$ cat config.mk
export PLATFORM = sky130hd
export DESIGN_NAME = aes_batch_ctrl
export DESIGN_NICKNAME = d
export VERILOG_FILES = /design/src/rtl/aes_sys_pkg.sv /design/src/rtl/aes_result_fifo.sv /design/src/rtl/aes_batch_ctrl.sv
export SDC_FILE = /design/constraint.sdc
export NUM_CORES = 1
export LEC_CHECK = 0
export ABC_CLOCK_PERIOD_IN_PS = 7580
export CAP_MARGIN = 40
export CORE_AREA = 3 3 624 626
export CTS_CLUSTER_DIAMETER = 60
export DETAILED_ROUTE_END_ITERATION = 8
export DIE_AREA = 0 0 627 629
export SLEW_MARGIN = 10
export SYNTH_ARGS = -nofsm -noshare
export SYNTH_HDL_FRONTEND = slang
export SYNTH_SLANG_ARGS = --single-unit
export TNS_END_PERCENT = 50
$ cat constraint.sdc
create_clock -name clk -period 7.58 [get_ports clk]
set_clock_uncertainty 0.2 [all_clocks]
set_input_delay 1.516 -clock clk [delete_from_list [all_inputs] [get_ports clk]]
set_output_delay 1.516 -clock clk [all_outputs]
set_load 0.02 [all_outputs]
$ cat src/rtl/aes_sys_pkg.sv
// aes_sys_pkg: shared AES widths, controller state encoding, result record and channel-index width helper
package aes_sys_pkg;
  localparam int AES_BLK_W = 128;
  localparam int AES_KEY_W = 128;
  localparam int CH_W_MAX = 3;
  typedef enum logic [1:0] {IDLE, LOAD, RUN, STORE} state_e;
  typedef struct packed {
    logic [AES_BLK_W-1:0] data;
    logic [CH_W_MAX-1:0]  ch;
    logic                 err;
  } result_t;
  function automatic int ch_w(input int n);
    return n > 1 ? $clog2(n) : 1;
  endfunction
endpackage

$ cat src/rtl/aes_result_fifo.sv
// aes_result_fifo: first-word-fall-through result queue (push_i/data_i in, pop_i/data_o out, full_o/empty_o/count_o status; data_o zero when empty)
module aes_result_fifo #(
  parameter int W = 8,
  parameter int DEPTH = 4
) (
  input  logic                     clk,
  input  logic                     rst,
  input  logic                     push_i,
  input  logic [W-1:0]             data_i,
  input  logic                     pop_i,
  output logic [W-1:0]             data_o,
  output logic                     full_o,
  output logic                     empty_o,
  output logic [$clog2(DEPTH):0]   count_o
);
  localparam int AW = $clog2(DEPTH);
  localparam int CW = AW + 1;
  logic [W-1:0]  mem_q [DEPTH];
  logic [AW-1:0] wr_q, rd_q;
  logic [CW-1:0] cnt_q;
  logic          wr, rd;
  assign empty_o = cnt_q == '0;
  assign full_o  = cnt_q == CW'(DEPTH);
  assign rd      = pop_i && !empty_o;
  assign wr      = push_i && (!full_o || rd);
  assign data_o  = empty_o ? '0 : mem_q[rd_q];
  assign count_o = cnt_q;
  always_ff @(posedge clk) begin
    if (rst) begin
      wr_q  <= '0;
      rd_q  <= '0;
      cnt_q <= '0;
    end else begin
      if (wr) begin
        mem_q[wr_q] <= data_i;
        wr_q        <= wr_q + 1'b1;
      end
      if (rd) rd_q <= rd_q + 1'b1;
      cnt_q <= cnt_q + CW'(wr) - CW'(rd);
    end
  end
endmodule

$ cat src/rtl/aes_batch_ctrl.sv
// aes_batch_ctrl: round-robin arbiter of NUM_CH plaintext/key jobs onto one AES core (core_*), run timeout, tagged result FIFO (out_*), done/err counters
module aes_batch_ctrl
  import aes_sys_pkg::*;
#(
  parameter int NUM_CH = 4,
  parameter int BLK_W = AES_BLK_W,
  parameter int KEY_W = AES_KEY_W,
  parameter int RES_DEPTH = 4,
  parameter int TIMEOUT = 64,
  localparam int CW = ch_w(NUM_CH)
) (
  input  logic                      clk,
  input  logic                      reset,
  input  logic [NUM_CH-1:0]         in_valid,
  output logic [NUM_CH-1:0]         in_ready,
  input  logic [NUM_CH*BLK_W-1:0]   in_data,
  input  logic [NUM_CH*KEY_W-1:0]   in_key,
  output logic                      core_rst,
  output logic [BLK_W-1:0]          core_data,
  output logic [KEY_W-1:0]          core_key,
  input  logic [BLK_W-1:0]          core_dout,
  input  logic                      core_done,
  output logic                      out_valid,
  input  logic                      out_ready,
  output logic [BLK_W-1:0]          out_data,
  output logic [CW-1:0]             out_ch,
  output logic                      out_err,
  output logic [15:0]               jobs_done,
  output logic [15:0]               jobs_err
);
  localparam int TW = $clog2(TIMEOUT + 1);
  localparam int RW = BLK_W + CW + 1;
  state_e                     state_q;
  logic [CW-1:0]              ptr_q, ch_q, win;
  logic [TW-1:0]              timer_q;
  logic [BLK_W-1:0]           res_q;
  logic                       err_q, found, accept, pop, push_ok, full, empty;
  logic [RW-1:0]              fifo_dout;
  logic [$clog2(RES_DEPTH):0] res_cnt_unused;
  always_comb begin
    win   = ptr_q;
    found = 1'b0;
    for (int i = NUM_CH - 1; i >= 0; i--) begin
      if (in_valid[(int'(ptr_q) + i) % NUM_CH]) begin
        win   = CW'((int'(ptr_q) + i) % NUM_CH);
        found = 1'b1;
      end
    end
  end
  assign in_ready  = (state_q == IDLE && !reset && found) ? (NUM_CH'(1) << win) : '0;
  assign accept    = |in_ready;
  assign core_rst  = reset || state_q == LOAD;
  assign out_valid = !empty;
  assign pop       = out_valid && out_ready;
  assign push_ok   = state_q == STORE && (!full || pop);
  assign {out_data, out_ch, out_err} = fifo_dout;
  always_ff @(posedge clk) begin
    if (reset) begin
      state_q   <= IDLE;
      ptr_q     <= '0;
      ch_q      <= '0;
      core_data <= '0;
      core_key  <= '0;
      res_q     <= '0;
      err_q     <= 1'b0;
      timer_q   <= '0;
      jobs_done <= '0;
      jobs_err  <= '0;
    end else begin
      case (state_q)
        IDLE: if (accept) begin
          core_data <= in_data[win*BLK_W +: BLK_W];
          core_key  <= in_key[win*KEY_W +: KEY_W];
          ch_q      <= win;
          ptr_q     <= win == CW'(NUM_CH - 1) ? '0 : win + 1'b1;
          state_q   <= LOAD;
        end
        LOAD: begin
          timer_q <= '0;
          state_q <= RUN;
        end
        RUN: begin
          timer_q <= timer_q + 1'b1;
          if (core_done || timer_q == TW'(TIMEOUT - 1)) begin
            res_q   <= core_done ? core_dout : '0;
            err_q   <= !core_done;
            state_q <= STORE;
          end
        end
        default: if (push_ok) begin
          jobs_done <= jobs_done + 16'(!err_q && jobs_done != 16'hFFFF);
          jobs_err  <= jobs_err + 16'(err_q && jobs_err != 16'hFFFF);
          state_q   <= IDLE;
        end
      endcase
    end
  end
  aes_result_fifo #(.W(RW), .DEPTH(RES_DEPTH)) u_fifo (
    .clk     (clk),
    .rst     (reset),
    .push_i  (push_ok),
    .data_i  ({res_q, ch_q, err_q}),
    .pop_i   (pop),
    .data_o  (fifo_dout),
    .full_o  (full),
    .empty_o (empty),
    .count_o (res_cnt_unused)
  );
endmodule

==> run metrics, run 1 <==
H-tree levels=4; status=finished clean; vias in the first global route=between 30000 and 40000; TritonCTS clock tree=done; clock latency on the worst-skew pair=approximately 0.82 ns; vias per cell=~3.7; Die H=between 600 and 700 um; gr usage total=approximately 17%; Worst Tran Pin Value=1.04 ns; Final Net Count=around 6300; clock sinks=slightly below 1000; Static Leak=23.0 nW; final critical-path setup slack=about 1.5 ns; commonest register cell after synthesis=edfxtp_1; ys async rst share=0%; HP Class=flop to flop; RePlAce Congestion=~1.1; flip-flop and latch area=about 25000 um2; full die area=394000 um2; gr ovfl total=0; Post-CTS Hold Buffers=0; die width=627 um; number of cell rows=between 200 and 250; unrepaired setup endpoints after global routing=no; dpl ws=roughly 1.4 ns; yosys warns=0; Synth Area in Simple Gates=under 10%; number of synthesized flops with an enable pin=around 520; setup_tns=0 ns; Final Hold Viols=0; worst vdd ir=0.000205 V; crit path time final=slightly above 6 ns; CTS root buf=clkbuf_16; layout cell share with drive strength beyond 1=between 10% and 20%; Yosys cell types=55; critical path class=primary input to output port; syn_area_per_cell=between 10 and 15 um2; DP HPWL=283 mm; initial DRC count=approximately 2800; Crit path required time=between 5 and 6 ns; period utilisation layout=around 80%; core area=385000 um2; main combinational cell family by area after synthesis=compound AO/OA/AOI/OAI gates; Synth Area in XOR/XNOR=less than 1%; post-route ant nets=0; Max-Cap Viols=0; area of the multi-input gates=18300 um2; first-pass GRT wire length=between 400 and 500 mm; P per Cell Area=between 300 and 400 nW/um2; Crit. End Element=output port; Final Non-Filler Cells=between 10000 and 15000; Post-Synth Adder-Cell Area=less than 1%; Vias=a little under 40000; Worst Setup Start Kind=primary input; Initial Util=a little under an eighth; Synth Area in Compound Gates=between 10% and 20%; fmax=~0.17 GHz; largest net degree at the start of global routing=157; hold slack=about 0.29 ns; # Post-CTS Setup Buffers=0; First-pass DRT Iterations=5; CP arrival=4.32 ns; Layout area overhead=59.4%; syn_nets=roughly 4800; buffers from clock root to sink, at most=4; initial antenna violation count=approximately 370; #FFs+latches synth=between 900 and 1000; Fillers=around 42000; clk slew on worst S/H paths=approximately 0.06 ns; PostCTS Resize Cnt=0; Slew HR=30.6%; Synth Instances=between 3000 and 4000; I/O pins=~1600; mux share of post-synthesis cell area=between 10% and 20%; drt wl/cell=about 32 um; final wirelength=340 mm; PortBufs=around 1600; DRC=0; sequential fraction of the synthesis area=a little over half; Cells after DPL=about 10000; Pins Over Slew Limit=0; final setup fails=0; CTS Buf Count=~140; synthesized area=between 40000 and 50000 um2; CP Max Fanout=19
## per-layer routing
layer	up-vias	share of wire (%)	track usage [%]
li1	16800	-	-
met1	19000	35	17.7
met2	2018	51	29.6
met3	852	8.0	4.40
met4	88	6.5	8.68
met5	-	0.19	0
## cell usage after synthesis, drive strengths merged (8+ instances only)
master	instances	area (um2)
a21oi	12	60.1
a22oi	128	961
and2	139	870
buf	125	752
clkbuf	198	743
dfxtp	439	8790
edfxtp	524	15700
ha	17	213
inv	273	1020
mux2i	260	2600
mux4	131	2950
nand2	20	75.1
nand3	15	75.1
nand4	11	68.8
nor2	179	672
nor3	9	45.0
nor3b	257	1930
nor4	8	65.1
o21a	258	1940
o21ai	265	1330
o221ai	256	3740
or3	8	50.1
xnor2	13	114
xor2	19	166
## cell usage in the layout, fill, tap and decap left out, types with 135 or more instances in the layout
cell type,synthesis,final
clkbuf_16,0,146
and2_1,139,135
nor2_1,179,178
diode_2,0,228
o21ai_0,264,262
clkdlybuf4s50_1,0,1580
mux2i_1,260,260
dfxtp_1,439,437
o221ai_2,240,240
o21a_1,258,257
nor3b_1,257,257
edfxtp_1,524,524
inv_1,272,272
## sequential cells by signal (all words and copies together) (netlist names), 3 cells and up, named ones only
register and cells:
core_data 128, core_key 128, jobs_done 16, jobs_err 16, res_q 128, timer_q 7
u_fifo.count_o 3, u_fifo.mem_q 524
## final timing paths
kind                                        startpoint                             to  slack (ns)  depth (start not counted)
worst min-delay path            res_q[21]$_SDFFE_PP0P_  u_fifo.mem_q[0][24]$_DFFE_PP_        0.29                          0
worst max-delay path                       in_valid[2]                    in_ready[2]        1.55                          8
worst max register to register   ptr_q[0]$_SDFFE_PP0P_     core_data[40]$_SDFFE_PP0P_        3.26                         10
worst min register to register  res_q[21]$_SDFFE_PP0P_  u_fifo.mem_q[0][24]$_DFFE_PP_        0.29                          0
## metrics by stage
stage,power (mW),util [%],area [um2]
after floorplan,12.9,-,45300
after global placement,18.3,17.3,66700
after detailed placement,18.4,17.4,66900
after CTS,25.2,18.6,71500
after global routing,25.9,18.7,72000
final,24.8,18.8,72200
## worst max-delay path, stage by stage
cell and delay [ns]:
clkdlybuf4s50_1 0.63, nor2b_1 0.25, o21a_4 0.36, nor2_1 0.20, inv_8 0.22, ha_1 0.23, and2_1 0.26, clkdlybuf4s50_1 0.65
## kinds of logic after synthesis
| logic type | count (synthesis) |
|---|---|
| simple gates | 670 |
| compound gates | 933 |
| flops | 963 |
| xor+xnor | 32 |
| fa+ha+maj | 18 |
| buf+inv | 596 |
| mux | 391 |
## final cells by class
class / count / area share (%)
diodes: 228 / 0.790
clock buffers: 186 / 5.53
clock inverters: 70 / 0.932
inverters: 273 / 1.43
multi-input cells: 2044 / 25.3
flip-flops and latches: 963 / 34.0
well taps: 5060 / 8.77
repair buffers: 1661 / 23.2
## where the power goes
part	switching, mW	total [mW]	internal (mW)
combinational	6.40	11.0	4.64
clock	2.65	6.63	3.98
sequential	0.664	7.11	6.44
Power figures use the tool's default switching activity.
==> run 2: changes to the inputs <==
--- a/config.mk
+++ b/config.mk
@@ -5,7 +5,7 @@
 export SDC_FILE = /design/constraint.sdc
 export NUM_CORES = 1
 export LEC_CHECK = 0
-export ABC_CLOCK_PERIOD_IN_PS = 7580
+export ABC_CLOCK_PERIOD_IN_PS = 5800
 export CAP_MARGIN = 40
 export CORE_AREA = 3 3 624 626
 export CTS_CLUSTER_DIAMETER = 60
==> constraint.sdc (replaced) <==
create_clock -name clk -period 5.8 [get_ports clk]
set_clock_uncertainty 0.2 [all_clocks]
set_input_delay 1.16 -clock clk [delete_from_list [all_inputs] [get_ports clk]]
set_output_delay 1.16 -clock clk [all_outputs]
set_load 0.02 [all_outputs]
==> run metrics, run 2 (same netlist as run 1, synthesis figures left out) <==
Pins Over Slew Limit=0 (unchanged); Final Hold Viols=0 (unchanged); First-pass DRT Iterations=5 (unchanged); P per Cell Area=452 nW/um2 (was 343 nW/um2); Tot Pwr=32.8 mW (was 24.8 mW); Final Net Count=6279 (was 6263); max FFs per register=524 (unchanged); Top reg by flops=u_fifo.mem_q (unchanged); fmax=roughly 0.2 GHz; Met2 Routed Length=172 mm (was 173 mm); vias in the first global route=37000 (was 37200); Worst Tran Pin Value=1.15 ns (was 1.04 ns); # Post-CTS Setup Buffers=0 (unchanged); Crit path required time=4.44 ns (was 5.86 ns); layout cell share with drive strength beyond 1=13.6% (was 13.3%); full die area=394000 um2 (unchanged); Slew HR=23.1% (was 30.6%); final setup fails=0 (unchanged); leading cell types in the layout, fill and taps excluded=clkdlybuf4s50_1 (1581), edfxtp_1 (524), dfxtp_1 (437), inv_1 (272), o21ai_0 (262) (was clkdlybuf4s50_1 (1580), edfxtp_1 (524), dfxtp_1 (437), inv_1 (272), o21ai_0 (262)); Worst Setup Start Kind=primary input (unchanged); dpl ws=0.703 ns (was 1.44 ns); vias per cell=3.67 (was 3.70); HP Class=flop to flop (unchanged); commonest non-fill, non-tap cell in the layout=clkdlybuf4s50_1 (unchanged); largest net degree at the start of global routing=148 (was 157); RePlAce Congestion=1.09 (about the same); Initial Util=11.8% (unchanged); status=finished clean (unchanged); met3 wire length=25.7 mm (was 27.3 mm); die width=627 um (unchanged); clk slew on worst S/H paths=0.06 ns (about the same); Static Leak=23.2 nW (was 23.0 nW); buffers from clock root to sink, at most=4 (unchanged); final wirelength=338 mm (was 340 mm); crit path time final=~5.1 ns; core area=385000 um2 (unchanged); clock latency on the worst-skew pair=0.79 ns (was 0.82 ns); CP Max Fanout=8 (was 19); DRC=0 (unchanged); gr usage total=16.5% (was 16.6%); worst vdd ir=0.000294 V (was 0.000205 V); Top Layer Used=met5 (unchanged); CP arrival=3.76 ns (was 4.32 ns); Layout area overhead=60.0% (was 59.4%); CTS root buf=clkbuf_16 (unchanged); final critical-path setup slack=0.685 ns (was 1.55 ns); first-pass GRT wire length=420 mm (was 422 mm); post-route ant nets=0 (unchanged); unrepaired setup endpoints after global routing=no (unchanged); DRT met1 WL=120 mm (was 118 mm); Crit. End Element=output port (unchanged); number of cell rows=228 (unchanged); Post-CTS Hold Buffers=0 (unchanged); Vias=38400 (was 38800); DP HPWL=282 mm (was 283 mm); drt wl/cell=32.4 um (about the same); gr ovfl total=0 (unchanged); period utilisation layout=between 80% and 90%; initial DRC count=2807 (was 2817); CTS Buf Count=140 (was 142); Die H=629 um (unchanged); initial antenna violation count=358 (was 369); TritonCTS clock tree=done (unchanged); critical path class=primary input to output port (unchanged); H-tree levels=4 (unchanged); PortBufs=1584 (unchanged); clock sinks=963 (unchanged); setup_tns=0 ns (unchanged); Max-Cap Viols=0 (unchanged); PostCTS Resize Cnt=0 (unchanged); I/O pins=1585 (unchanged)
[run 2: cell count changes in the layout (fill, tap and decap cells not counted), sizes merged]
cell and delta:
clkinvlp +5, clkdlybuf4s50 +1, inv -4, buf +17, diode -50, bufinv +5, clkinv -13, clkbuf +1
[run 2: layout make-up]
class,count,area [um2]
diodes,178,445
multi-input cells,2044,18300
repair buffers,1679,17100
flip-flops and latches,963,24500
fillers,42100,312000
well taps,5060,6330
clock inverters,63,786
clock buffers,187,3940
inverters,273,1030
[run 2: metrics by stage]
| stage | instance area, um2 | util, % | instances | hold WS, ns |
|---|---|---|---|---|
| floorplan | 45300 | - | 3603 | 0.254 |
| global placement | 67200 | 17.4 | 10000 | 0.276 |
| detailed placement | 67300 | 17.5 | 10000 | 0.288 |
| CTS | 72000 | 18.7 | 10300 | 0.296 |
| global route | 72400 | 18.8 | 10400 | 0.313 |
| finish | 72500 | 18.8 | 10400 | 0.296 |
[run 2: where the power goes]
part	internal [mW]	total [mW]	switching (mW)	leakage, nW
clock	5.36	8.84	3.48	2.29
combinational	6.19	14.7	8.52	12.4
sequential	8.42	9.23	0.812	8.47
total	20.0	32.8	12.8	23.2
[run 2: metal layers]
layer	up-vias	track usage, %
met5	-	0
met4	82	9.25
met3	790	4.58
met2	1942	29.1
met1	18800	17.6
li1	16800	-
[run 2: worst paths after layout]
path / slack, ns / end / depth (start not counted) / startpoint
worst max-delay path: 0.68 / in_ready[2] / 8 / in_valid[3]
worst min-delay path: 0.30 / u_fifo.mem_q[2][17]$_DFFE_PP_ / 0 / res_q[14]$_SDFFE_PP0P_
worst max register to register: 2.12 / core_data[103]$_SDFFE_PP0P_ / 9 / ptr_q[1]$_SDFFE_PP0P_
worst min register to register: 0.30 / u_fifo.mem_q[2][17]$_DFFE_PP_ / 0 / res_q[14]$_SDFFE_PP0P_
[run 2: critical path, stage by stage]
cell             delay, ns
clkdlybuf4s50_1       0.65
and3b_1               0.23
nor4_2                0.25
nor2_1                0.21
inv_8                 0.17
ha_1                  0.22
and2_1                0.22
clkdlybuf4s50_1       0.64
